$ cat src/rtl/usb_rx_frontend.sv
// rtl/usb_rx_frontend.sv - USB receive front end: line sync, bit recovery, NRZI decode, unstuffing, SYNC/EOP framing
// Optional first-byte PID check enabled by defining USB_RX_PID_CHECK_EN.
module usb_rx_frontend #(
    parameter int CLK_PER_BIT = 8,
    parameter int LOW_SPEED   = 1,
    parameter int IDLE_BITS   = 8
) (
    input  logic       CLK,
    input  logic       RESET,
    input  logic       USB_DP,
    input  logic       USB_DM,
    output logic [7:0] rx_data,
    output logic       rx_valid,
    output logic       rx_pkt_start,
    output logic       rx_pkt_end,
    output logic       rx_err,
    output logic       rx_active
);
    localparam int PW = $clog2(CLK_PER_BIT);
    localparam int IW = $clog2(IDLE_BITS + 1);
    localparam logic [PW-1:0] PH_LAST   = PW'(CLK_PER_BIT - 1);
    localparam logic [PW-1:0] PH_SAMPLE = PW'(CLK_PER_BIT / 2 - 1);
    localparam logic [IW-1:0] IDLE_LAST = IW'(IDLE_BITS - 1);

    typedef enum logic [1:0] {LS_SE0 = 2'b00, LS_J = 2'b01, LS_K = 2'b10, LS_SE1 = 2'b11} line_t;
    typedef enum logic [2:0] {ST_WAIT_IDLE, ST_IDLE, ST_SYNC, ST_DATA, ST_EOP} state_t;

    logic          r_dp_s1, r_dp_s2, r_dm_s1, r_dm_s2;
    line_t         w_ls, r_ls_prev, r_nrzi_prev, w_nrzi_nxt;
    logic [PW-1:0] r_phase;
    logic          w_ls_change, w_sample, w_bit, w_fail;
    logic [7:0]    w_byte;
    state_t        r_state, w_state_nxt;
    logic [IW-1:0] r_idle_cnt, w_idle_cnt_nxt;
    logic [2:0]    r_sync_cnt, w_sync_cnt_nxt;
    logic [2:0]    r_ones, w_ones_nxt;
    logic [2:0]    r_bcnt, w_bcnt_nxt;
    logic [1:0]    r_se0_cnt, w_se0_cnt_nxt;
    logic [7:0]    r_shift, w_shift_nxt;
    logic [7:0]    r_data, w_data_nxt;
    logic          r_valid, w_valid_nxt;
    logic          r_start, w_start_nxt;
    logic          r_end, w_end_nxt;
    logic          r_err, w_err_nxt;
    logic          r_active, w_active_nxt;
`ifdef USB_RX_PID_CHECK_EN
    logic          r_first, w_first_nxt;
`endif

    always_comb begin
        case ({r_dp_s2, r_dm_s2})
            2'b00:   w_ls = LS_SE0;
            2'b11:   w_ls = LS_SE1;
            2'b01:   w_ls = (LOW_SPEED != 0) ? LS_J : LS_K;
            default: w_ls = (LOW_SPEED != 0) ? LS_K : LS_J;
        endcase
    end

    // Phase realigns on every edge so the sample sits mid-bit despite edge jitter
    assign w_ls_change = (w_ls != r_ls_prev);
    assign w_sample    = (r_phase == PH_SAMPLE);
    assign w_bit       = (w_ls == r_nrzi_prev);
    assign w_byte      = {w_bit, r_shift[7:1]};

    always_comb begin
        w_state_nxt    = r_state;
        w_idle_cnt_nxt = r_idle_cnt;
        w_sync_cnt_nxt = r_sync_cnt;
        w_ones_nxt     = r_ones;
        w_bcnt_nxt     = r_bcnt;
        w_se0_cnt_nxt  = r_se0_cnt;
        w_shift_nxt    = r_shift;
        w_data_nxt     = r_data;
        w_nrzi_nxt     = r_nrzi_prev;
        w_valid_nxt    = 1'b0;
        w_start_nxt    = 1'b0;
        w_end_nxt      = 1'b0;
        w_err_nxt      = 1'b0;
        w_active_nxt   = r_active;
        w_fail         = 1'b0;
`ifdef USB_RX_PID_CHECK_EN
        w_first_nxt    = r_first;
`endif
        case (r_state)
            ST_WAIT_IDLE: begin
                if (w_sample) begin
                    if (w_ls != LS_J) begin
                        w_idle_cnt_nxt = '0;
                    end else if (r_idle_cnt == IDLE_LAST) begin
                        w_idle_cnt_nxt = '0;
                        w_state_nxt    = ST_IDLE;
                    end else begin
                        w_idle_cnt_nxt = r_idle_cnt + 1'b1;
                    end
                end
            end
            ST_IDLE: begin
                if (r_ls_prev == LS_J && w_ls == LS_K) begin
                    w_state_nxt    = ST_SYNC;
                    w_nrzi_nxt     = LS_J;
                    w_sync_cnt_nxt = 3'd0;
                end
            end
            ST_SYNC: begin
                if (w_sample) begin
                    w_nrzi_nxt     = w_ls;
                    w_sync_cnt_nxt = r_sync_cnt + 3'd1;
                    if (w_ls == LS_SE0 || w_ls == LS_SE1 ||
                        (r_sync_cnt == 3'd7 && !(w_ls == LS_K && r_nrzi_prev == LS_K))) begin
                        w_state_nxt    = ST_WAIT_IDLE;
                        w_idle_cnt_nxt = '0;
                    end else if (w_ls == LS_K && r_nrzi_prev == LS_K) begin
                        w_state_nxt  = ST_DATA;
                        w_start_nxt  = 1'b1;
                        w_active_nxt = 1'b1;
                        w_ones_nxt   = 3'd0;
                        w_bcnt_nxt   = 3'd0;
`ifdef USB_RX_PID_CHECK_EN
                        w_first_nxt  = 1'b1;
`endif
                    end
                end
            end
            ST_DATA: begin
                if (w_sample) begin
                    if (w_ls == LS_SE0) begin
                        if (r_bcnt != 3'd0) begin
                            w_fail = 1'b1;
                        end else begin
                            w_state_nxt   = ST_EOP;
                            w_se0_cnt_nxt = 2'd1;
                        end
                    end else if (w_ls == LS_SE1) begin
                        w_fail = 1'b1;
                    end else begin
                        w_nrzi_nxt = w_ls;
                        if (r_ones == 3'd6) begin
                            // Stuffed position: a 0 is dropped, a 1 is a stuff error
                            if (w_bit) w_fail = 1'b1;
                            else       w_ones_nxt = 3'd0;
                        end else begin
                            w_ones_nxt  = w_bit ? r_ones + 3'd1 : 3'd0;
                            w_shift_nxt = w_byte;
                            w_bcnt_nxt  = r_bcnt + 3'd1;
                            if (r_bcnt == 3'd7) begin
                                w_data_nxt  = w_byte;
                                w_valid_nxt = 1'b1;
`ifdef USB_RX_PID_CHECK_EN
                                if (r_first && (w_byte[7:4] != ~w_byte[3:0])) w_fail = 1'b1;
                                w_first_nxt = 1'b0;
`endif
                            end
                        end
                    end
                end
            end
            ST_EOP: begin
                if (w_sample) begin
                    if (w_ls == LS_SE0) begin
                        if (r_se0_cnt == 2'd2) w_fail = 1'b1;
                        else                   w_se0_cnt_nxt = r_se0_cnt + 2'd1;
                    end else if (w_ls == LS_J) begin
                        w_end_nxt    = 1'b1;
                        w_active_nxt = 1'b0;
                        w_state_nxt  = ST_IDLE;
                    end else begin
                        w_fail = 1'b1;
                    end
                end
            end
            default: w_state_nxt = ST_WAIT_IDLE;
        endcase
        if (w_fail) begin
            w_err_nxt      = 1'b1;
            w_active_nxt   = 1'b0;
            w_state_nxt    = ST_WAIT_IDLE;
            w_idle_cnt_nxt = '0;
        end
    end

    always_ff @(posedge CLK) begin
        if (RESET) begin
            r_dp_s1     <= 1'b0;
            r_dp_s2     <= 1'b0;
            r_dm_s1     <= 1'b0;
            r_dm_s2     <= 1'b0;
            r_ls_prev   <= LS_SE0;
            r_nrzi_prev <= LS_SE0;
            r_phase     <= '0;
            r_state     <= ST_WAIT_IDLE;
            r_idle_cnt  <= '0;
            r_sync_cnt  <= 3'd0;
            r_ones      <= 3'd0;
            r_bcnt      <= 3'd0;
            r_se0_cnt   <= 2'd0;
            r_shift     <= 8'h00;
            r_data      <= 8'h00;
            r_valid     <= 1'b0;
            r_start     <= 1'b0;
            r_end       <= 1'b0;
            r_err       <= 1'b0;
            r_active    <= 1'b0;
        end else begin
            r_dp_s1     <= USB_DP;
            r_dp_s2     <= r_dp_s1;
            r_dm_s1     <= USB_DM;
            r_dm_s2     <= r_dm_s1;
            r_ls_prev   <= w_ls;
            r_nrzi_prev <= w_nrzi_nxt;
            r_phase     <= (w_ls_change || r_phase == PH_LAST) ? '0 : r_phase + 1'b1;
            r_state     <= w_state_nxt;
            r_idle_cnt  <= w_idle_cnt_nxt;
            r_sync_cnt  <= w_sync_cnt_nxt;
            r_ones      <= w_ones_nxt;
            r_bcnt      <= w_bcnt_nxt;
            r_se0_cnt   <= w_se0_cnt_nxt;
            r_shift     <= w_shift_nxt;
            r_data      <= w_data_nxt;
            r_valid     <= w_valid_nxt;
            r_start     <= w_start_nxt;
            r_end       <= w_end_nxt;
            r_err       <= w_err_nxt;
            r_active    <= w_active_nxt;
        end
    end

`ifdef USB_RX_PID_CHECK_EN
    always_ff @(posedge CLK) begin
        if (RESET) r_first <= 1'b0;
        else       r_first <= w_first_nxt;
    end
`endif

    assign rx_data      = r_data;
    assign rx_valid     = r_valid;
    assign rx_pkt_start = r_start;
    assign rx_pkt_end   = r_end;
    assign rx_err       = r_err;
    assign rx_active    = r_active;
endmodule
$ cat config.mk
export PLATFORM = sky130hd
export DESIGN_NAME = usb_rx_frontend
export DESIGN_NICKNAME = d
export VERILOG_FILES = /design/src/rtl/usb_rx_frontend.sv
export SDC_FILE = /design/constraint.sdc
export NUM_CORES = 1
export LEC_CHECK = 0
export ABC_AREA = 1
export CAP_MARGIN = 20
export CORE_MARGIN = 2
export CORE_UTILIZATION = 35
export CTS_CLUSTER_DIAMETER = 30
export CTS_CLUSTER_SIZE = 10
export DETAILED_ROUTE_END_ITERATION = 6
export SLEW_MARGIN = 20
export SYNTH_ARGS = -nofsm -noshare
export SYNTH_HDL_FRONTEND = slang
export SYNTH_SLANG_ARGS = --single-unit
$ cat constraint.sdc
create_clock -name CLK -period 4.6 [get_ports CLK]
set_input_delay 0.69 -clock CLK [delete_from_list [all_inputs] [get_ports CLK]]
set_output_delay 0.69 -clock CLK [all_outputs]
set_load 0.01 [all_outputs]
# Word level (Yosys, flattened, before mapping)
# Cells that the tools add are included.
[totals] out_inout_bits=13 reg_bits=50 inputBits=4 elab_cells=181
[op_classes] mux=74 add_sub_neg=6 eq_ne=42 n_reduce_logical=32 n_bitwise=7
[op_table] op="3-bit two-way mux" count=28
[op_table] op="2-bit != test (second input constant)" count=19
[op_table] op="2-bit two-way mux" count=11
[op_table] op="1-bit two-way mux" count=20
[op_table] op="4-bit two-way mux" count=5
[op_table] op="3-bit one-hot mux with 2 select lines" count=3
[op_table] op="8-bit AND reduction" count=2
[op_table] op="3-bit equality test (second input constant)" count=5
[op_table] op="3-bit one-hot mux with 5 select lines" count=1
[op_table] op="7-bit AND reduction" count=2
[op_table] op="3-bit by 1-bit adder with 3-bit output (second input constant)" count=4
[op_table] op="2-bit one-hot mux with 3 select lines" count=2
[op_table] op="12-bit AND reduction" count=1
[op_table] op="6-bit AND reduction" count=2
[op_table] op="2-bit equality test (second input constant)" count=5
[op_table] op="2-bit nonzero test" count=5
[op_table] op="3-bit by 2-bit equality test with 1-bit output (second input constant)" count=3
[op_table] op="4-bit one-hot mux with 2 select lines" count=1
[op_table] op="4-bit OR reduction" count=2
[op_table] op="1-bit inverter" count=7
[op_table] op="2-bit by 1-bit equality test with 1-bit output (second input constant)" count=3
[op_table] op="3-bit != test (second input constant)" count=2
[op_table] op="3-bit nonzero test" count=2
[op_table] op="6-bit OR reduction" count=1
[op_table] op="other kinds (18)" count=25

# Depth between registers and ports, before layout
# Gate-level depths: netlist of the first run.
[logic_depth] ltp_word=10 ltp_mapped=14

# Worst setup path after synthesis of the first run
# Ideal clock, no wire load.
[synth_timing] path_kind="reg2reg" startpoint="register r_dp_s2" endpoint="register r_shift[7]" slack_ps=2846 arrival_ps=1634 setup_ps=120 n_path_buf=0 stages_incl_launch_ff=9 t_required_ps=4480 path_cell_list="dfxtp_1 inv_1 ha_1 nor2_1 nand2_1 nor3_4 inv_1 o21ai_0 a21oi_1"
[synth_via] elab_chain_cells=5 word_cells_on_any_way=10
[synth_lines] item="start, declared" line_no="28" source="logic r_dp_s1, r_dp_s2, r_dm_s1, r_dm_s2;"
[synth_lines] item="start signal, assigned" line_no="205" source="r_dp_s2 <= r_dp_s1;"
[synth_lines] item="2-bit by 1-bit equality test with 1-bit output, or another cell as far along" line_no="51" source="case ({r_dp_s2, r_dm_s2})"
[synth_lines] item="2-bit one-hot mux with 3 select lines (*)" line_no="51"
[synth_lines] item="2-bit equality test / 2-bit logical NOT (equally long branches)" line_no="133, 126"
[synth_lines] item="1-bit inverter (no line)"
[synth_lines] item="5-bit AND reduction (no line)"
[synth_lines] item="end signal, assigned" line_no="217" source="r_shift <= w_shift_nxt;"
[synth_lines] item="end, declared" line_no="39" source="logic [7:0] r_shift, w_shift_nxt;"
# Mark *: on every way between the ends. The rest lies on a longest branch, timed or not.
# A chain may end at the register's enable or synchronous reset.

==> flow_summary.ini, run 1 <==
[pwr]
p_per_area_nw_per_um2 = 262
leakagePower_nw = 1.26
vdd_drop_max_mv = 0.163

[final_layout]
final_util_pct = 41.2
layout_commonest_cell = nand2_1
final_cell_mix = nand2_1, nor2_1, dfxtp_1
fill_cells = 716
drive_above_1_share_pct = 5.46
area_growth_pct = 14.5
final_nets = 386
diodes = 0

[placement]
post-place-ws_ns = 1.80
port_buffers = 16
place_hpwl_um = 3550
gp_congestion = 0.846

[synth]
synth_xor_area_share_pct = 0.716
synthSimpleGateAreaFrac_pct = 33.0
yosysWarnings = 0
synth-seq-area-share_pct = 40.1
synth_top_family_by_area = simple AND/OR/NAND/NOR gates
synth_compound_area_share_pct = 8.70
ys_types = 29
synth_seq_cells = 49
synthMuxAreaShare_pct = 0
synthCells = 347
synth.avg_cell_area_um2 = 7.05
synthAdderAreaFrac_pct = 8.70
syn-cell-area_um2 = 2440
syn_nets = 368

[die]
core_um2 = 6790
chipHeight_um = 87.6
ios = 17
start_util_pct = 36.0
die_w_um = 87.6
dieArea_um2 = 7670
row_count = 30

[timing]
tightest_slew_ns = 0.765
period_minus_slack_ns = 2.43
fmax_ghz = 0.411
rsz0062_at_grt = no
min_period_over_period_pct = 52.9
finalClockSkew_ns = 0.00673
slew_headroom_pct = 48.8
maxSlewViolCount = 0
setup_viol = 0
post-route-worst-setup-slack_ns = 2.17
fin_setup_tns_ns = 0
hold_viol = 0

[detailed_routing]
drc = 0
ant_nets = 0
totalWireLength_um = 4800
routedWlPerCell_um = 10.4
drtPass1Iterations = 4
vias = 2132
viasPerCell = 4.61
drtIter0Drc = 119

[setup_path]
cp-start-kind = input port
endpoint_kind = flip-flop
reg2regPathDepth = 13
critPathKind = in2reg
ff2ff_setup_slack_ns = 2.45
worst-path-max-fanout = 22
rr_endpoint = r_state[2]$_SDFFE_PP0P_
worstReg2RegStart = r_dp_s2$_SDFF_PP0_
cp.required_ns = 4.81
cp.arrival_ns = 2.64

[clocking]
post-cts-setup-buffers = 0
htreeDepth = 2
cts.path.max_buffers = 2
cts_sinks = 49
clk_pin_slew_worst_paths_ns = 0.10
cts-root-buf = clkbuf_8
cts_tree = done
ctsResizeCount = 0
holdBufCountCts = 0
clock_latency_ns = 0.31
numCtsBuffers = 5

[grt]
grt_pass1_wl_um = 8110
grt_overflow = 0
grt_pass1_vias = 1803
antenna_found_initial = 0
grt_start_max_net_pins = 23
track_usage_pct = 13.3

[worst_hold_path]
worst_hold_startpoint = r_dp_s1$_SDFF_PP0_
worstHoldPathType = reg2reg
whs_endpoint = r_dp_s2$_SDFF_PP0_
min_path_cells = 2

[status]
status = finished clean

[run]
drv_cap = 0
power by group:
| part | leakage (nW) | internal [W] | switching (W) |
|---|---|---|---|
| Sequential | 0.396 | 0.000428 | 0.00000235 |
| Clock | 0.0452 | 0.000111 | 0.000158 |
| Combinational | 0.815 | 0.0000106 | 0.0000228 |
| Total | 1.26 | 0.000550 | 0.000183 |
cells by family after synthesis:
| group | after synthesis |
|---|---|
| AO/OA/AOI/OAI | 41 |
| XOR/XNOR | 2 |
| adder cells (fa/ha/maj) | 17 |
| buffers and inverters | 55 |
| flip-flops | 49 |
| AND/OR/NAND/NOR | 183 |
critical path, stage by stage:
cell and delay, ns:
clkdlybuf4s50_1 0.97, inv_1 0.53, nand2_2 0.24, clkinv_4 0.09, nand2_1 0.07, nand2_1 0.04
how the worst max path moves through the flow:
stage	endpoint	startpoint	slack, ns
2_1_floorplan	r_shift[7]$_SDFFE_PP0P_	r_dp_s2$_SDFF_PP0_	2.85
4_1_cts	rx_data[1]$_SDFFE_PP0P_	RESET	2.13
3_5_place_dp	rx_data[1]$_SDFFE_PP0P_	RESET	1.80
6_report	rx_data[1]$_SDFFE_PP0P_	RESET	2.17
3_3_place_gp	rx_data[3]$_SDFFE_PP0P_	RESET	1.80
5_1_grt	rx_data[3]$_SDFFE_PP0P_	RESET	1.95
cells in the mapped netlist:
library cell	instances	area (µm²)
nor4_1	1	6.26
buf_1	1	3.75
inv_2	2	7.51
o2111ai_1	1	8.76
clkbuf_1	3	11.3
o22ai_1	1	6.26
nor2_4	1	11.3
a211oi_1	1	7.51
clkinv_2	1	5.00
buf_2	1	5.00
nor3_1	4	20.0
nor2_1	54	203
a21oi_1	18	90.1
nand4_1	10	62.6
o21ai_0	17	85.1
nor3_4	1	16.3
inv_1	46	173
ha_1	17	213
nand2_1	75	282
o21ai_1	3	15.0
dfxtp_1	49	981
nand3b_1	3	22.5
nand2_2	3	18.8
or2_0	1	6.26
xor2_1	2	17.5
clkinv_4	1	8.76
nor2_2	2	12.5
nand2_4	1	11.3
nand3_1	27	135
through the flow:
stage,power [W],cells,instance area (µm²),hold slack (ns)
floorplan,0.000464,347,2440,0.388
global placement,0.000474,454,2710,0.390
detailed placement,0.000474,454,2710,0.392
CTS,0.000743,462,2800,0.406
global route,0.000763,462,2800,0.413
finish,0.000733,462,2800,0.404
flip-flops by register name, summed over array words and instances, names as in the netlist, 3 cells and up:
register    cells
rx_data         8
r_sync_cnt      3
r_shift         7
r_state         3
r_phase         3
r_idle_cnt      4
r_ones          3
r_bcnt          3
area by class of cell:
type,instances,area (µm²),share of cell area (%)
Clock buffer,5,68.8,2.46
Clock inverter,3,25.0,0.894
Inverter,50,194,6.93
Multi-Input combinational cell,243,1250,44.7
Sequential cell,49,981,35.0
Tap cell,96,120,4.29
Timing Repair Buffer,16,160,5.72
routing by layer:
| metal | wire length, µm | part of all wire (%) | track usage [%] |
|---|---|---|---|
| met1 | 2450 | 51 | 18.0 |
| met2 | 2110 | 44 | 21.4 |
| met3 | 183 | 3.8 | 2.83 |
| met4 | 43 | 0.90 | 3.78 |
| met5 | 0 | 0 | 0 |
Power figures use the tool's default switching activity.
==> inputs of run 2 (changes only) <==
==> constraint.sdc (replaced) <==
create_clock -name CLK -period 2.3 [get_ports CLK]
set_input_delay 0.345 -clock CLK [delete_from_list [all_inputs] [get_ports CLK]]
set_output_delay 0.345 -clock CLK [all_outputs]
set_load 0.01 [all_outputs]
==> flow_summary.ini, run 2 (synthesized netlist as in run 1, its figures left out) <==
[status]
status = finished clean

[grt]
grtUsageMet1_pct = 18.4
track_usage_pct = 14.0
grt_busiest_layer = met2
use_met3_pct = 2.83
grt_start_max_net_pins = 23
grt_pass1_wl_um = 8690
met2_usage_pct = 23.8
grt_overflow = 0
grt_pass1_vias = 1971
antenna_found_initial = 0

[detailed_routing]
drc = 0
routedWlPerCell_um = 10.5
totalWireLength_um = 4900
viasPerCell = 4.63
drtPass1Iterations = 4
ant_nets = 0
vias = 2157
drtIter0Drc = 77

[final_layout]
final_cell_count_no_fill = 466
diodes = 0
largest_reg_flops = 8
final_nets = 390
layout_commonest_cell = nand2_1
drive_above_1_share_pct = 6.76
area_growth_pct = 16.2
final_util_pct = 41.8
final_cell_mix = nand2_1, nor2_1, dfxtp_1

[setup_path]
worstReg2RegStart = r_dp_s2$_SDFF_PP0_
worst-path-max-fanout = 8
cp-endpoint = rx_data[4]$_SDFFE_PP0P_
cp.required_ns = 2.56
reg2regPathDepth = 11
cp-start-kind = flip-flop
critPathKind = reg2reg
cp.arrival_ns = 2.26
rr_endpoint = rx_data[4]$_SDFFE_PP0P_
cp_slowest_stage_delay_ns = 0.43
crit_top_cell = nand2_1
endpoint_kind = flip-flop
crit_chain = inv_1, ha_1, nor2_1, nand2_1, nor3_4, nand2_4, clkinv_2, nand2_2, clkinv_4, nand2_1, nand2_1
ff2ff_setup_slack_ns = 0.30
cpMaxStageDelayCell = dfxtp_1
crit_start = r_dp_s2$_SDFF_PP0_

[clocking]
cts_tree = done
cts.path.max_buffers = 2
clock_latency_ns = 0.31
clk_pin_slew_worst_paths_ns = 0.10
cts_sinks = 49
htreeDepth = 2
cts-root-buf = clkbuf_8
numCtsBuffers = 5

[timing]
hold_viol = 0
tightest_slew_ns = 0.671
slew_headroom_pct = 55.2
period_minus_slack_ns = 2.00
fmax_ghz = 0.501
setup_viol = 0
finalClockSkew_ns = 0.0134
rsz0062_at_grt = no
min_period_over_period_pct = 86.8
maxSlewViolCount = 0
fin_setup_tns_ns = 0

[placement]
place_hpwl_um = 3620
dp.cells = 456
gp_congestion = 0.828
port_buffers = 16

[die]
dieArea_um2 = 7670
row_count = 30
core_um2 = 6790
chipHeight_um = 87.6
ios = 17
die_w_um = 87.6
start_util_pct = 36.0

[pwr]
total_power_w = 0.00148
vdd_drop_max_mv = 0.423
leakagePower_nw = 1.28
p_per_area_nw_per_um2 = 521

[run]
drv_cap = 0

[worst_hold_path]
min_path_cells = 2
worstHoldPathType = reg2reg
==> run 2: cell count changes in the layout (fill, tap and decap cells not counted), sizes merged <==
cell      before  now
clkinvlp       1    0
clkinv         2    3
buf            0    4
==> run 2: metrics by stage <==
stage               worst slack [ns]  hold WS [ns]  instance area, µm²
detailed placement             0.173         0.397                2720
finish                         0.303         0.409                2840
floorplan                      0.546         0.388                2440
CTS                            0.159         0.411                2820
global placement               0.161         0.390                2720
global route                  0.0104         0.424                2840
==> run 2: critical path: cells and delay by family, from the launching register on <==
family,cells,cell delay [ns]
AND/OR/NAND/NOR,7,0.94
flip-flops,1,0.43
adder cells (fa/ha/maj),1,0.29
buffers and inverters,3,0.29
==> run 2: area by class of cell <==
class	count	area (µm²)
Clock buffer	5	68.8
Clock inverter	3	28.8
Fill cell	713	3950
Inverter	50	194
Multi-Input combinational cell	243	1260
Sequential cell	49	981
Tap cell	96	120
Timing Repair Buffer	20	190
==> run 2: how the worst min path moves through the flow <==
stage,start,slack [ns],end
2_1_floorplan,r_dm_s1$_SDFF_PP0_,0.39,r_dm_s2$_SDFF_PP0_
6_report,r_dm_s1$_SDFF_PP0_,0.41,r_dm_s2$_SDFF_PP0_
3_3_place_gp,r_dm_s1$_SDFF_PP0_,0.39,r_dm_s2$_SDFF_PP0_
5_1_grt,r_dm_s1$_SDFF_PP0_,0.42,r_dm_s2$_SDFF_PP0_
3_5_place_dp,r_dm_s1$_SDFF_PP0_,0.40,r_dm_s2$_SDFF_PP0_
4_1_cts,r_dm_s1$_SDFF_PP0_,0.41,r_dm_s2$_SDFF_PP0_
==> run 2: power by group <==
group          leakage, nW  internal, W  switching [W]  total (W)
clock               0.0506     0.000228       0.000323   0.000551
combinational        0.837    0.0000224      0.0000452  0.0000675
sequential           0.396     0.000856     0.00000447   0.000861
total                 1.28      0.00111       0.000373    0.00148
==> run 2: routing by layer <==
| metal | wire (µm) | up-vias |
|---|---|---|
| met5 | 0 | - |
| met4 | 42 | 0 |
| met3 | 217 | 4 |
| met2 | 2220 | 53 |
| met1 | 2420 | 948 |
| li1 | - | 1152 |
==> run 2: what timing repair did <==
| item | 4_1_cts | 5_1_grt |
|---|---|---|
| resized for setup | 0 | 2 |
| buffers inserted | 0 | 2 |
| hold buffers | 0 | 0 |
| endpoints found under the setup margin | 0 | 19 |
